<file path="src/rtl/uart_word_packer_if.sv">
// rtl/uart_word_packer_if.sv - UART-side memory write port between packer and request handler
interface uart_word_packer_if;
   logic        write_from_UART;
   logic        read_from_UART;
   logic [31:0] adr_from_UART;
   logic [31:0] data_from_UART;
   logic [3:0]  sel_from_UART;
   logic        UART_enable;
   logic        mem_busy;

   modport master (
      output write_from_UART, read_from_UART, adr_from_UART, data_from_UART, sel_from_UART,
      input  UART_enable, mem_busy
   );

   modport slave (
      input  write_from_UART, read_from_UART, adr_from_UART, data_from_UART, sel_from_UART,
      output UART_enable, mem_busy
   );
endinterface

</file>
<file path="src/rtl/uart_word_packer.sv">
// rtl/uart_word_packer.sv - packs UART bytes into little-endian words, buffers them in a FIFO
// and writes them to sequential memory addresses when the request handler grants the UART port.
module uart_word_packer #(
   parameter logic [31:0] BASE_ADDR  = 32'h0000_0000,
   parameter logic [31:0] ADDR_SPAN  = 32'h0000_1000,
   parameter int          FIFO_DEPTH = 4
) (
   input  logic                      clk,
   input  logic                      nRst,
   input  logic [7:0]                rx_data,
   input  logic                      rx_valid,
   input  logic                      flush,
   input  logic                      load_start,
   uart_word_packer_if.master        mem,
   output logic                      fifo_full,
   output logic                      overrun,
   output logic [15:0]               words_written
);
   localparam int PW = $clog2(FIFO_DEPTH);
   localparam logic [PW:0] FULL_CNT = (PW+1)'(FIFO_DEPTH);
   localparam logic [31:0] LAST_ADDR = BASE_ADDR + ADDR_SPAN - 32'd4;

   localparam logic [1:0] S_IDLE = 2'd0;
   localparam logic [1:0] S_REQ  = 2'd1;
   localparam logic [1:0] S_GAP  = 2'd2;

   logic [1:0]  state;
   logic [31:0] addr_ptr;

   logic [31:0] asm_word;
   logic [3:0]  asm_sel;
   logic [1:0]  byte_cnt;

   logic [35:0]   fifo_mem [FIFO_DEPTH];
   logic [PW-1:0] wr_ptr;
   logic [PW-1:0] rd_ptr;
   logic [PW:0]   count;
   logic [35:0]   head;

   logic [31:0] byte_shifted;
   logic [31:0] merged_word;
   logic [3:0]  merged_sel;
   logic        push_req;
   logic [31:0] push_word;
   logic [3:0]  push_sel;
   logic        push_ok;
   logic        pop;
   logic        writing;

   // The incoming byte is merged first so a flush in the same cycle sees it.
   always_comb begin
      byte_shifted = {24'b0, rx_data} << {byte_cnt, 3'b000};
      merged_word  = asm_word | byte_shifted;
      merged_sel   = asm_sel | (4'b0001 << byte_cnt);
      if (rx_valid) begin
         push_req  = (byte_cnt == 2'd3) || flush;
         push_word = merged_word;
         push_sel  = merged_sel;
      end else begin
         push_req  = flush && (byte_cnt != 2'd0);
         push_word = asm_word;
         push_sel  = asm_sel;
      end
   end

   assign fifo_full = (count == FULL_CNT);
   assign pop       = (state == S_REQ) && mem.UART_enable && !mem.mem_busy && !load_start;
   assign push_ok   = push_req && !load_start && (!fifo_full || pop);

   always_ff @(posedge clk or negedge nRst) begin
      if (!nRst) begin
         asm_word <= 32'h0;
         asm_sel  <= 4'h0;
         byte_cnt <= 2'd0;
         overrun  <= 1'b0;
      end else if (load_start) begin
         asm_word <= 32'h0;
         asm_sel  <= 4'h0;
         byte_cnt <= 2'd0;
         overrun  <= 1'b0;
      end else if (push_req) begin
         asm_word <= 32'h0;
         asm_sel  <= 4'h0;
         byte_cnt <= 2'd0;
         if (!push_ok)
            overrun <= 1'b1;
      end else if (rx_valid) begin
         asm_word <= merged_word;
         asm_sel  <= merged_sel;
         byte_cnt <= byte_cnt + 2'd1;
      end
   end

   always_ff @(posedge clk) begin
      if (push_ok)
         fifo_mem[wr_ptr] <= {push_sel, push_word};
   end

   always_ff @(posedge clk or negedge nRst) begin
      if (!nRst) begin
         wr_ptr <= '0;
         rd_ptr <= '0;
         count  <= '0;
      end else if (load_start) begin
         wr_ptr <= '0;
         rd_ptr <= '0;
         count  <= '0;
      end else begin
         if (push_ok)
            wr_ptr <= wr_ptr + 1'b1;
         if (pop)
            rd_ptr <= rd_ptr + 1'b1;
         count <= count + (PW+1)'(push_ok) - (PW+1)'(pop);
      end
   end

   always_ff @(posedge clk or negedge nRst) begin
      if (!nRst) begin
         state         <= S_IDLE;
         addr_ptr      <= BASE_ADDR;
         words_written <= 16'h0;
      end else if (load_start) begin
         state         <= S_IDLE;
         addr_ptr      <= BASE_ADDR;
         words_written <= 16'h0;
      end else begin
         case (state)
            S_IDLE: if ((count != '0) && mem.UART_enable) state <= S_REQ;
            S_REQ: begin
               if (pop) begin
                  state         <= S_GAP;
                  addr_ptr      <= (addr_ptr == LAST_ADDR) ? BASE_ADDR : addr_ptr + 32'd4;
                  words_written <= words_written + 16'd1;
               end
            end
            // One idle cycle so memory sees a request boundary between words.
            S_GAP:   state <= S_IDLE;
            default: state <= S_IDLE;
         endcase
      end
   end

   assign head    = fifo_mem[rd_ptr];
   assign writing = (state == S_REQ);

   assign mem.write_from_UART = writing;
   assign mem.read_from_UART  = 1'b0;
   assign mem.adr_from_UART   = writing ? addr_ptr : 32'h0;
   assign mem.data_from_UART  = writing ? head[31:0] : 32'h0;
   assign mem.sel_from_UART   = writing ? head[35:32] : 4'h0;
endmodule

</file>
<file path="src/flat_wrapper.sv">
// flat-port wrapper written by rule: the top's interface ports become plain ports
module uart_word_packer_flat 
#(
   parameter logic [31:0] BASE_ADDR  = 32'h0000_0000,
   parameter logic [31:0] ADDR_SPAN  = 32'h0000_1000,
   parameter int          FIFO_DEPTH = 4
)
  (clk, nRst, rx_data, rx_valid, flush, load_start, fifo_full, overrun, words_written, mem_write_from_UART, mem_read_from_UART, mem_adr_from_UART, mem_data_from_UART, mem_sel_from_UART, mem_UART_enable, mem_mem_busy);
  uart_word_packer_if mem_i ();
  input  logic clk;
  input  logic nRst;
  input  logic [7:0] rx_data;
  input  logic rx_valid;
  input  logic flush;
  input  logic load_start;
  output logic fifo_full;
  output logic overrun;
  output logic [15:0] words_written;
  output wire logic [$bits(mem_i.write_from_UART)-1:0] mem_write_from_UART;
  output wire logic [$bits(mem_i.read_from_UART)-1:0] mem_read_from_UART;
  output wire logic [$bits(mem_i.adr_from_UART)-1:0] mem_adr_from_UART;
  output wire logic [$bits(mem_i.data_from_UART)-1:0] mem_data_from_UART;
  output wire logic [$bits(mem_i.sel_from_UART)-1:0] mem_sel_from_UART;
  input wire logic [$bits(mem_i.UART_enable)-1:0] mem_UART_enable;
  input wire logic [$bits(mem_i.mem_busy)-1:0] mem_mem_busy;
  assign mem_write_from_UART = mem_i.write_from_UART;
  assign mem_read_from_UART = mem_i.read_from_UART;
  assign mem_adr_from_UART = mem_i.adr_from_UART;
  assign mem_data_from_UART = mem_i.data_from_UART;
  assign mem_sel_from_UART = mem_i.sel_from_UART;
  assign mem_i.UART_enable = mem_UART_enable;
  assign mem_i.mem_busy = mem_mem_busy;
  uart_word_packer #(.BASE_ADDR(BASE_ADDR), .ADDR_SPAN(ADDR_SPAN), .FIFO_DEPTH(FIFO_DEPTH)) u_core (.clk(clk), .nRst(nRst), .rx_data(rx_data), .rx_valid(rx_valid), .flush(flush), .load_start(load_start), .mem(mem_i), .fifo_full(fifo_full), .overrun(overrun), .words_written(words_written));
endmodule
</file>
<file path="config.mk">
export PLATFORM = sky130hd
export DESIGN_NAME = uart_word_packer_flat
export DESIGN_NICKNAME = d
export VERILOG_FILES = /design/src/rtl/uart_word_packer_if.sv /design/src/rtl/uart_word_packer.sv /design/src/flat_wrapper.sv
export SDC_FILE = /design/constraint.sdc
export NUM_CORES = 1
export LEC_CHECK = 0
export ABC_AREA = 1
export BUFFER_PORTS_ARGS = -buffer_cell sky130_fd_sc_hd__buf_4
export CAP_MARGIN = 0
export CORE_MARGIN = 4
export CORE_UTILIZATION = 59
export CTS_CLUSTER_DIAMETER = 120
export DETAILED_ROUTE_END_ITERATION = 10
export PLACE_DENSITY = 0.79
export SLEW_MARGIN = 30
export SYNTH_ARGS = -nofsm -noshare
export SYNTH_HDL_FRONTEND = slang
export SYNTH_SLANG_ARGS = --single-unit
</file>
<file path="constraint.sdc">
create_clock -name clk -period 3.9 [get_ports clk]
set_clock_uncertainty 0.15 [all_clocks]
set_input_delay 0.78 -clock clk [delete_from_list [all_inputs] [get_ports clk]]
set_output_delay 0.78 -clock clk [all_outputs]
set_load 0.05 [all_outputs]
</file>
==> out/qor.yml, run 1 <==
io_buffers: 99
finalSetupViolations: 0
cts_root_buffer: "clkbuf_16"
grt-ovfl-total: 0
clock_latency_ns: 0.52
drv_cap: 0
hold_class: "in2async"
rsz0062_at_grt: "false"
post_cts_buffers: 0
dp_hpwl_mm: 15.54
ctsResizeCount: 0
numCtsBuffers: 24
power_leakage_uw: 0.005471
synth_common_cells: "295 x nor2_1, 167 x nand2_1, 144 x edfxtp_1"
vias: 8154
ys_warn_count: 0
startpoint_type: "flip-flop"
antenna_found_initial: 0
ir_drop_v: 0.0003131
hold_viol: 0
grt_max_degree: 74
clock-sinks: 238
wl_per_cell_um: 16.31
p_per_area_nw_per_um2: 437.3
synth_ff_type: "edfxtp_1"
clkTransAtPathRegs_ns: 0.06
die_area_sq_um: 20740
utilization: 0.6973
drc: 0
synth_area_sq_um: 10920
synth_cells: 1173
fin_area_sq_um: 12610
post_drt_via_cell_ratio: 5.393
grt_pass1_vias: 7977
grt_usage: 0.2431
avgSynthCellArea_sq_um: 9.306
cts_tree: "built"
postRouteAntennaNets: 0
fmax_ghz: 0.2858
drt_first_pass_iters: 5
slew_headroom: 0.3735
ys_ff_latch: 238
ys_seq_area_frac: 0.6116
final_nets: 1294
synth.most_common_cell: "nor2_1"
place_congestion: 0.8639
placed_area_sq_um: 11840
synth_cell_types: 38
status: "finished, final reports clean"
io_pins: 103
maxSlewViolCount: 0
clock_path_buffers: 3
postCtsHoldBufs: 0
yosys.area.top_type: "edfxtp_1"
routed_wirelength_mm: 24.67
cts_htree_levels: 1
dieHeight_um: 144.0
path_max_fanout: 47
synthArstFlopShare: 0.3950
synth.area.top_cells: "edfxtp_1 40%, dfrtp_1 22%, nor2_1 10%, nand2_1 5.7%, inv_1 4.4%"
n_antenna_cell: 0
fp.dieW_um: 144.0
cp.arrival_ns: 2.57
layout-drive-gt1-share: 0.1387
synth_top_area_frac: 0.3961
tightestPinTransition_ns: 0.9364
required_ns: 2.97
period_needed_ns: 3.499
core_sq_um: 18090
min_period_over_period: 0.8972
synth-edff-count: 144
start_util: 0.6035
tns_ns: 0
worst-setup-path-type: "reg2out"
fp-row-count: 49
drt_iter0_markers: 646
syn_to_final_growth_pct: 15.53
endpoint_kind: "output port"
rrSetupSlack_ns: 0.87
grt_pass1_wl_mm: 40.36
-- through the flow --
step | hold WS [ns] | power, uW | instances | setup WS, ns
6_report | 0.2052 | 5515 | 1512 | 0.4010
5_1_grt | 0.2720 | 5721 | 1512 | 0.2289
4_1_cts | 0.2389 | 5548 | 1512 | 0.4251
3_5_place_dp | 0.3305 | 3305 | 1468 | 0.9436
3_3_place_gp | 0.3262 | 3295 | 1468 | 0.9916
2_1_floorplan | 0.3099 | 3143 | 1175 | 0.3248
-- registers in the layout, summed over array words and instances, names as in the netlist --
name                  cells
u_core.addr_ptr          30
u_core.wr_ptr             2
u_core.asm_sel            4
u_core.rd_ptr             2
u_core.count              3
u_core.asm_word          32
u_core.words_written     16
u_core.fifo_mem         144
u_core.state              2
u_core.overrun            1
u_core.byte_cnt           2
-- routing by layer --
metal	global-route usage	vias to the layer above	share of wire
met3	0.03373	55	0.065
met2	0.4054	311	0.49
met1	0.3362	3805	0.42
met5	0	-	0
li1	-	3983	-
met4	0.07384	0	0.026
-- cell type report --
class                           instances  area, sq um
Inverter                              133        499.2
Multi-Input combinational cell        754         3516
Clock inverter                         16        160.2
Timing Repair Buffer                  114        855.8
Sequential cell                       238         6678
Tap cell                              229        286.5
Clock buffer                           28        615.6
Fill cell                            1266         5475
-- kinds of logic after synthesis --
| family | synth area share |
|---|---|
| AO/OA/AOI/OAI | 0.09101 |
| XOR/XNOR | 0.01123 |
| adder cells (fa/ha/maj) | 0.01674 |
| buffers and inverters | 0.06992 |
| flip-flops | 0.6116 |
| other | 0.0003435 |
| AND/OR/NAND/NOR | 0.1991 |
-- where the power goes --
group          internal, uW  switching, uW  leakage (uW)
combinational           119            378       0.00247
sequential             2730           24.1       0.00263
clock                  1330            930      0.000377
total                  4180           1330       0.00547
-- cell usage in the layout, fill, tap and decap left out, types with 2 or more instances in the layout --
master     count
a21oi_1       80
xnor2_1        2
o22ai_1        7
nand3_1       34
nor2_1       291
conb_1         3
ha_1          13
o21ai_2        4
dfrtp_1       93
clkbuf_1       4
and2_1         2
nand2_2        4
buf_4        114
nand4_1       10
nor2_2         7
clkinv_2       4
nor3_1         8
inv_2          4
o21ai_1        5
o21ai_0       90
edfxtp_1     144
clkinv_1       9
bufinv_16      3
inv_1        127
nor2_4         6
nand2_1      166
xor2_1        12
clkbuf_16     24
-- path summary, 6_finish.rpt --
check,startpoint,endpoint,depth (start not counted)
worst max-delay path,u_core.rd_ptr[0],mem_sel_from_UART[2],5
worst min-delay path,nRst,u_core.addr_ptr[24],1
worst max register to register,u_core.byte_cnt[0],u_core.fifo_mem[3][29],8
worst min register to register,u_core.overrun,u_core.overrun,1
max in group asynchronous,nRst,u_core.rd_ptr[0],2
min in group clk,u_core.overrun,u_core.overrun,1
-- worst max-delay path, cell delays in order, from the launching register on --
cell,delay (ns)
dfrtp_2,0.36
clkinv_1,0.56
buf_4,0.51
o21ai_0,0.25
a21oi_1,0.11
buf_4,0.24
Power figures use the tool's default switching activity.
==> run 2, diff against run 1 <==
--- a/config.mk
+++ b/config.mk
@@ -6,13 +6,13 @@
 export NUM_CORES = 1
 export LEC_CHECK = 0
 export ABC_AREA = 1
-export BUFFER_PORTS_ARGS = -buffer_cell sky130_fd_sc_hd__buf_4
 export CAP_MARGIN = 0
 export CORE_MARGIN = 4
-export CORE_UTILIZATION = 59
+export CORE_UTILIZATION = 61
 export CTS_CLUSTER_DIAMETER = 120
 export DETAILED_ROUTE_END_ITERATION = 10
-export PLACE_DENSITY = 0.79
+export DONT_BUFFER_PORTS = 1
+export PLACE_DENSITY = 0.77
 export SLEW_MARGIN = 30
 export SYNTH_ARGS = -nofsm -noshare
 export SYNTH_HDL_FRONTEND = slang
==> run 2 against run 1 <==
Final cell count is 2.5% lower. Global-route usage is 0.48 points higher. Worst hold slack worse by 0.16 ns. Utilization is 1.7 points higher. Fmax is 6.8% higher. Routed wire length is 0.10% higher. Largest cell class unchanged.
==> out/qor.yml, run 2 (synthesis gave the netlist of run 1 again) <==
io_pins: 103  # unchanged
period_needed_ns: 3.276  # -0.2227 ns
postRouteAntennaNets: 0  # unchanged
tns_ns: 0  # unchanged
dieHeight_um: 141.8  # -1.6%
grt_pass1_vias: 7680  # -3.7%
finalSetupViolations: 0  # unchanged
cts_htree_levels: 1  # unchanged
post_drt_via_cell_ratio: 5.494  # +1.9%
die_area_sq_um: 20100  # -3.1%
layout_common_cells: "290 x nor2_1, 166 x nand2_1, 144 x edfxtp_1, 127 x inv_1, 93 x dfrtp_1"
clock_path_buffers: 3  # unchanged
drt_iter0_markers: 795  # +23%
slew_headroom: 0.4792  # +0.1057
fmax_ghz: 0.3052  # +6.8%
syn_to_final_growth_pct: 14.04
rsz0062_at_grt: "false"
endpoint_kind: "output port"
grt_max_degree: 95  # +28%
rrSetupSlack_ns: 0.81  # -0.06 ns
utilization: 0.7147  # +0.01746
clock-sinks: 238  # unchanged
power_leakage_uw: 0.005339  # -2.4%
status: "finished, final reports clean"
final_nets: 1260  # -2.6%
drv_cap: 0  # unchanged
fp-row-count: 48  # -2.0%
drt_first_pass_iters: 5  # unchanged
hold_viol: 0  # unchanged
max_stage_delay_ns: 0.59  # +0.03 ns
io_buffers: 0  # -100%
final_common_cell: "nor2_1"
cp.arrival_ns: 2.35  # -0.22 ns
fin_area_sq_um: 12450  # -1.3%
min_period_over_period: 0.8401  # -0.05711
grt_pass1_wl_mm: 40.01  # -0.85%
biggestRegsByFlops: "u_core.fifo_mem (144), u_core.asm_word (32), u_core.addr_ptr (30)"
vias: 8098  # -0.69%
required_ns: 2.97  # about the same
startpoint_type: "flip-flop"
grt-ovfl-total: 0  # unchanged
clock_latency_ns: 0.52  # about the same
wl_per_cell_um: 16.75  # +2.7%
routed_wirelength_mm: 24.69  # +0.10%
n_antenna_cell: 0  # unchanged
fillers: 1259  # -0.55%
cts_root_buffer: "clkbuf_16"
largest_reg_flops: 144  # unchanged
path_buf_inv: 2  # -1
worst-setup-path-type: "reg2out"
dp_hpwl_mm: 15.74  # +1.3%
clkTransAtPathRegs_ns: 0.06  # about the same
cts_tree: "built"
grt_usage: 0.2480  # +0.004835
cp_top_family: "buffers and inverters"
hold_class: "in2async"
layout-drive-gt1-share: 0.1209  # -0.01784
path_max_fanout: 73  # +55%
place_congestion: 0.9162  # +6.1%
ir_drop_v: 0.0003463  # +11%
tightestPinTransition_ns: 0.7812  # -0.1552 ns
slowest_stage: "buf_4"
regMostFlops: "u_core.fifo_mem"
path_cells: "buf_4 -> nor2_1 -> nor2_1 -> o21ai_0 -> a21oi_1 -> buf_4"
p_per_area_nw_per_um2: 442.8  # +1.3%
maxSlewViolCount: 0  # unchanged
antenna_found_initial: 0  # unchanged
ctsResizeCount: 0  # unchanged
numCtsBuffers: 24  # unchanged
placed_area_sq_um: 11640  # -1.7%
fp.dieW_um: 141.8  # -1.6%
drc: 0  # unchanged
start_util: 0.6267  # +0.02320
core_sq_um: 17420  # -3.7%
-- run 2: cell count changes in the layout (fill, tap and decap cells not counted), moves of 2 or more --
cell / previous run / this run
buf_12: 0 / 5
clkbuf_8: 0 / 3
clkinv_2: 4 / 6
buf_4: 114 / 74
clkinv_1: 9 / 4
-- run 2: worst paths after layout --
path | startpoint | endpoint | cells after the start
max | u_core.rd_ptr[0] | mem_data_from_UART[24] | 6
min | nRst | u_core.addr_ptr[11] | 1
max reg2reg | u_core.byte_cnt[0] | u_core.fifo_mem[1][27] | 8
min reg2reg | u_core.asm_word[26] | u_core.asm_word[26] | 2
max in group asynchronous | nRst | u_core.rd_ptr[0] | 1
min in group clk | load_start | u_core.state[1] | 1
-- run 2: what timing repair did --
item	4_1_cts	5_1_grt
setup buffers	0	0
endpoints found under the hold margin	94	0
hold buffers	1	0
endpoints found under the setup margin	0	0
-- run 2: per-stage QoR --
step	power [uW]	setup slack, ns	hold slack, ns	instances
floorplan	3143	0.3248	0.3099	1175
global placement	3260	0.9539	0.3247	1429
detailed placement	3271	0.8620	0.3320	1429
CTS	5534	0.2844	0.05696	1474
global route	5694	0.4802	0.07679	1474
finish	5512	0.6237	0.04366	1474
-- run 2: metal layers --
| layer | GRT usage | vias to the layer above | part of all wire |
|---|---|---|---|
| li1 | - | 3914 | - |
| met1 | 0.3582 | 3847 | 0.44 |
| met2 | 0.3952 | 286 | 0.48 |
| met3 | 0.03539 | 51 | 0.059 |
| met4 | 0.07677 | 0 | 0.025 |
| met5 | 0 | - | 0 |
-- run 2: where the power goes --
group | leakage [uW] | internal (uW) | switching, uW | total, uW
Combinational | 0.00232 | 116 | 371 | 487
Sequential | 0.00263 | 2730 | 26.5 | 2760
Clock | 0.000389 | 1320 | 941 | 2260
-- run 2: cell type report --
type,instances,area (sq um),area share
inverters,133,499.2,0.04010
clock buffers,31,656.9,0.05277
repair buffers,80,683.2,0.05488
well taps,225,281.5,0.02262
multi-input cells,754,3523,0.2830
clock inverters,13,126.4,0.01015
flip-flops and latches,238,6678,0.5364
==> run 3, diff against run 2 <==
==> constraint.sdc (replaced) <==
create_clock -name clk -period 3.3 [get_ports clk]
set_clock_uncertainty 0.15 [all_clocks]
set_input_delay 0.66 -clock clk [delete_from_list [all_inputs] [get_ports clk]]
set_output_delay 0.66 -clock clk [all_outputs]
set_load 0.05 [all_outputs]
==> run 3 against run 2 <==
Global-route usage fell by 0.35 points. Register-to-register slack got worse by 0.17 ns. Utilization rose by 0.39 points. Final area rose by 0.54%. Flip-flop and latch count did not move.
==> out/qor.yml, run 3 (synthesis gave the netlist of run 1 again) <==
tightestPinTransition_ns: 0.6004  # -0.1808 ns
seq_area_sq_um: 6678  # unchanged
min_period_over_period: 0.8769
layout_common_cells: "291 x nor2_1, 166 x nand2_1, 144 x edfxtp_1, 127 x inv_1, 93 x dfrtp_1"
core_sq_um: 17420  # unchanged
pre_cts_ws_ns: 0.6273  # -0.2347 ns
postRouteAntennaNets: 0  # unchanged
final_nets: 1268  # +0.63%
n_antenna_cell: 0  # unchanged
fillers: 1237  # -1.7%
utilization: 0.7186  # +0.003879
clock_path_buffers: 3  # unchanged
clock-sinks: 238  # unchanged
endpoint_kind: "output port"
largest_reg_flops: 144  # unchanged
maxSlewViolCount: 0  # unchanged
startpoint_type: "flip-flop"
status: "finished, final reports clean"
cts_tree: "built"
cts_root_buffer: "clkbuf_16"
vias: 8061  # -0.46%
biggestRegsByFlops: "u_core.fifo_mem (144), u_core.asm_word (32), u_core.addr_ptr (30)"
met2_usage: 0.4091  # +0.01398
die_area_sq_um: 20100  # unchanged
fp-row-count: 48  # unchanged
hold_viol: 0  # unchanged
numCtsBuffers: 25  # +4.2%
grt_usage: 0.2445  # -0.003494
slew_headroom: 0.5997  # +0.1206
power_leakage_uw: 0.005366  # +0.50%
use_met3: 0.03775  # +0.002359
fmax_ghz: 0.3456
post_cts_buffers: 0  # unchanged
path_max_fanout: 38  # -48%
ir_drop_v: 0.0004439  # +28%
dieHeight_um: 141.8  # unchanged
required_ns: 2.49  # -0.48 ns
clock_latency_ns: 0.51  # about the same
fin_area_sq_um: 12520  # +0.54%
cts_htree_levels: 1  # unchanged
drc: 0  # unchanged
tns_ns: 0  # unchanged
io_pins: 103  # unchanged
syn_to_final_growth_pct: 14.66
grt_pass1_wl_mm: 39.49  # -1.3%
top_usage_layer: "met2"
layout-drive-gt1-share: 0.1232  # +0.002315
finalNonFillerCells: 1483  # +0.61%
grt_max_degree: 95  # unchanged
grt_pass1_vias: 7784  # +1.4%
p_per_area_nw_per_um2: 526.2  # +19%
use_met1: 0.3331  # -0.02508
fin_ws_ns: 0.4062  # -0.2175 ns
drv_cap: 0  # unchanged
placed_cells: 1435  # +0.42%
final_common_cell: "nor2_1"
antenna_found_initial: 0  # unchanged
dp_hpwl_mm: 15.39  # -2.2%
wl_per_cell_um: 16.44  # -1.9%
worst-setup-path-type: "reg2out"
cp.arrival_ns: 2.08  # -0.27 ns
placed_area_sq_um: 11670  # +0.26%
regMostFlops: "u_core.fifo_mem"
hold_class: "in2reg"
post_drt_via_cell_ratio: 5.436  # -1.1%
period_needed_ns: 2.894
clkTransAtPathRegs_ns: 0.06  # about the same
fp.dieW_um: 141.8  # unchanged
drt_iter0_markers: 696  # -12%
grt-ovfl-total: 0  # unchanged
io_buffers: 0  # unchanged
rsz0062_at_grt: "false"
routed_wirelength_mm: 24.37  # -1.3%
place_congestion: 0.8760  # -4.4%
finalSetupViolations: 0  # unchanged
start_util: 0.6267  # unchanged
multi_input_area_sq_um: 3521  # about the same
drt_first_pass_iters: 10  # +5
run 3: cell types whose count changed in the layout (fill, tap and decap cells not counted), sizes merged:
cell	delta
buf	+6
clkbuf	+6
clkinv	-8
clkinvlp	+3
dlygate4sd3	+1
inv	+1
run 3: area by class of cell:
type	instances	share of cell area
tap	225	0.02249
clock inverter	9	0.008797
multi-input combinational	754	0.2813
clock buffer	37	0.05598
timing repair buffer	87	0.05798
sequential	238	0.5335
inverter	133	0.03989
run 3: power by group:
part | leakage [uW] | switching, uW | internal (uW)
Sequential | 0.00263 | 29.2 | 3230
Combinational | 0.00235 | 444 | 144
Clock | 0.000386 | 1100 | 1630
run 3: per-layer routing:
layer  vias to the layer above  part of all wire  wire length [um]
met4                         0             0.026               641
met1                      3810              0.41             10040
met3                        52             0.070              1704
met2                       275              0.49             11990
met5                         -                 0                 0
li1                       3924                 -                 -
run 3: final timing paths:
| check | start | endpoint | slack [ns] | cells past startpoint |
|---|---|---|---|---|
| setup reg to reg | u_core.byte_cnt[0] | u_core.count[2] | 0.64 | 12 |
| max in group asynchronous | nRst | u_core.rd_ptr[0] | 2.04 | 2 |
| min in group asynchronous | nRst | u_core.addr_ptr[25] | 0.54 | 2 |
| hold reg to reg | u_core.asm_sel[3] | u_core.asm_sel[3] | 0.34 | 2 |
| setup / recovery | u_core.rd_ptr[0] | mem_data_from_UART[24] | 0.41 | 6 |
| hold / removal | load_start | u_core.state[1] | 0.06 | 1 |
run 3: stage by stage:
| stage | hold WS (ns) | total power [uW] |
|---|---|---|
| 5_1_grt | 0.04281 | 6829 |
| 3_5_place_dp | 0.2167 | 3878 |
| 6_report | 0.05979 | 6586 |
| 4_1_cts | 0.04459 | 6636 |
| 3_3_place_gp | 0.2170 | 3861 |
| 2_1_floorplan | 0.2144 | 3715 |
run 3: worst max-delay path: stages, from the launching register on:
cell and delay [ns]:
dfrtp_2 0.37, buf_4 0.38, nor2_1 0.10, nor2_1 0.11
o21ai_0 0.09, a21oi_1 0.26, buf_4 0.26
run 3: timing repair:
item | 4_1_cts | 5_1_grt
endpoints found under the hold margin | 94 | 0
hold buffers | 2 | 0
gates resized for setup | 0 | 0
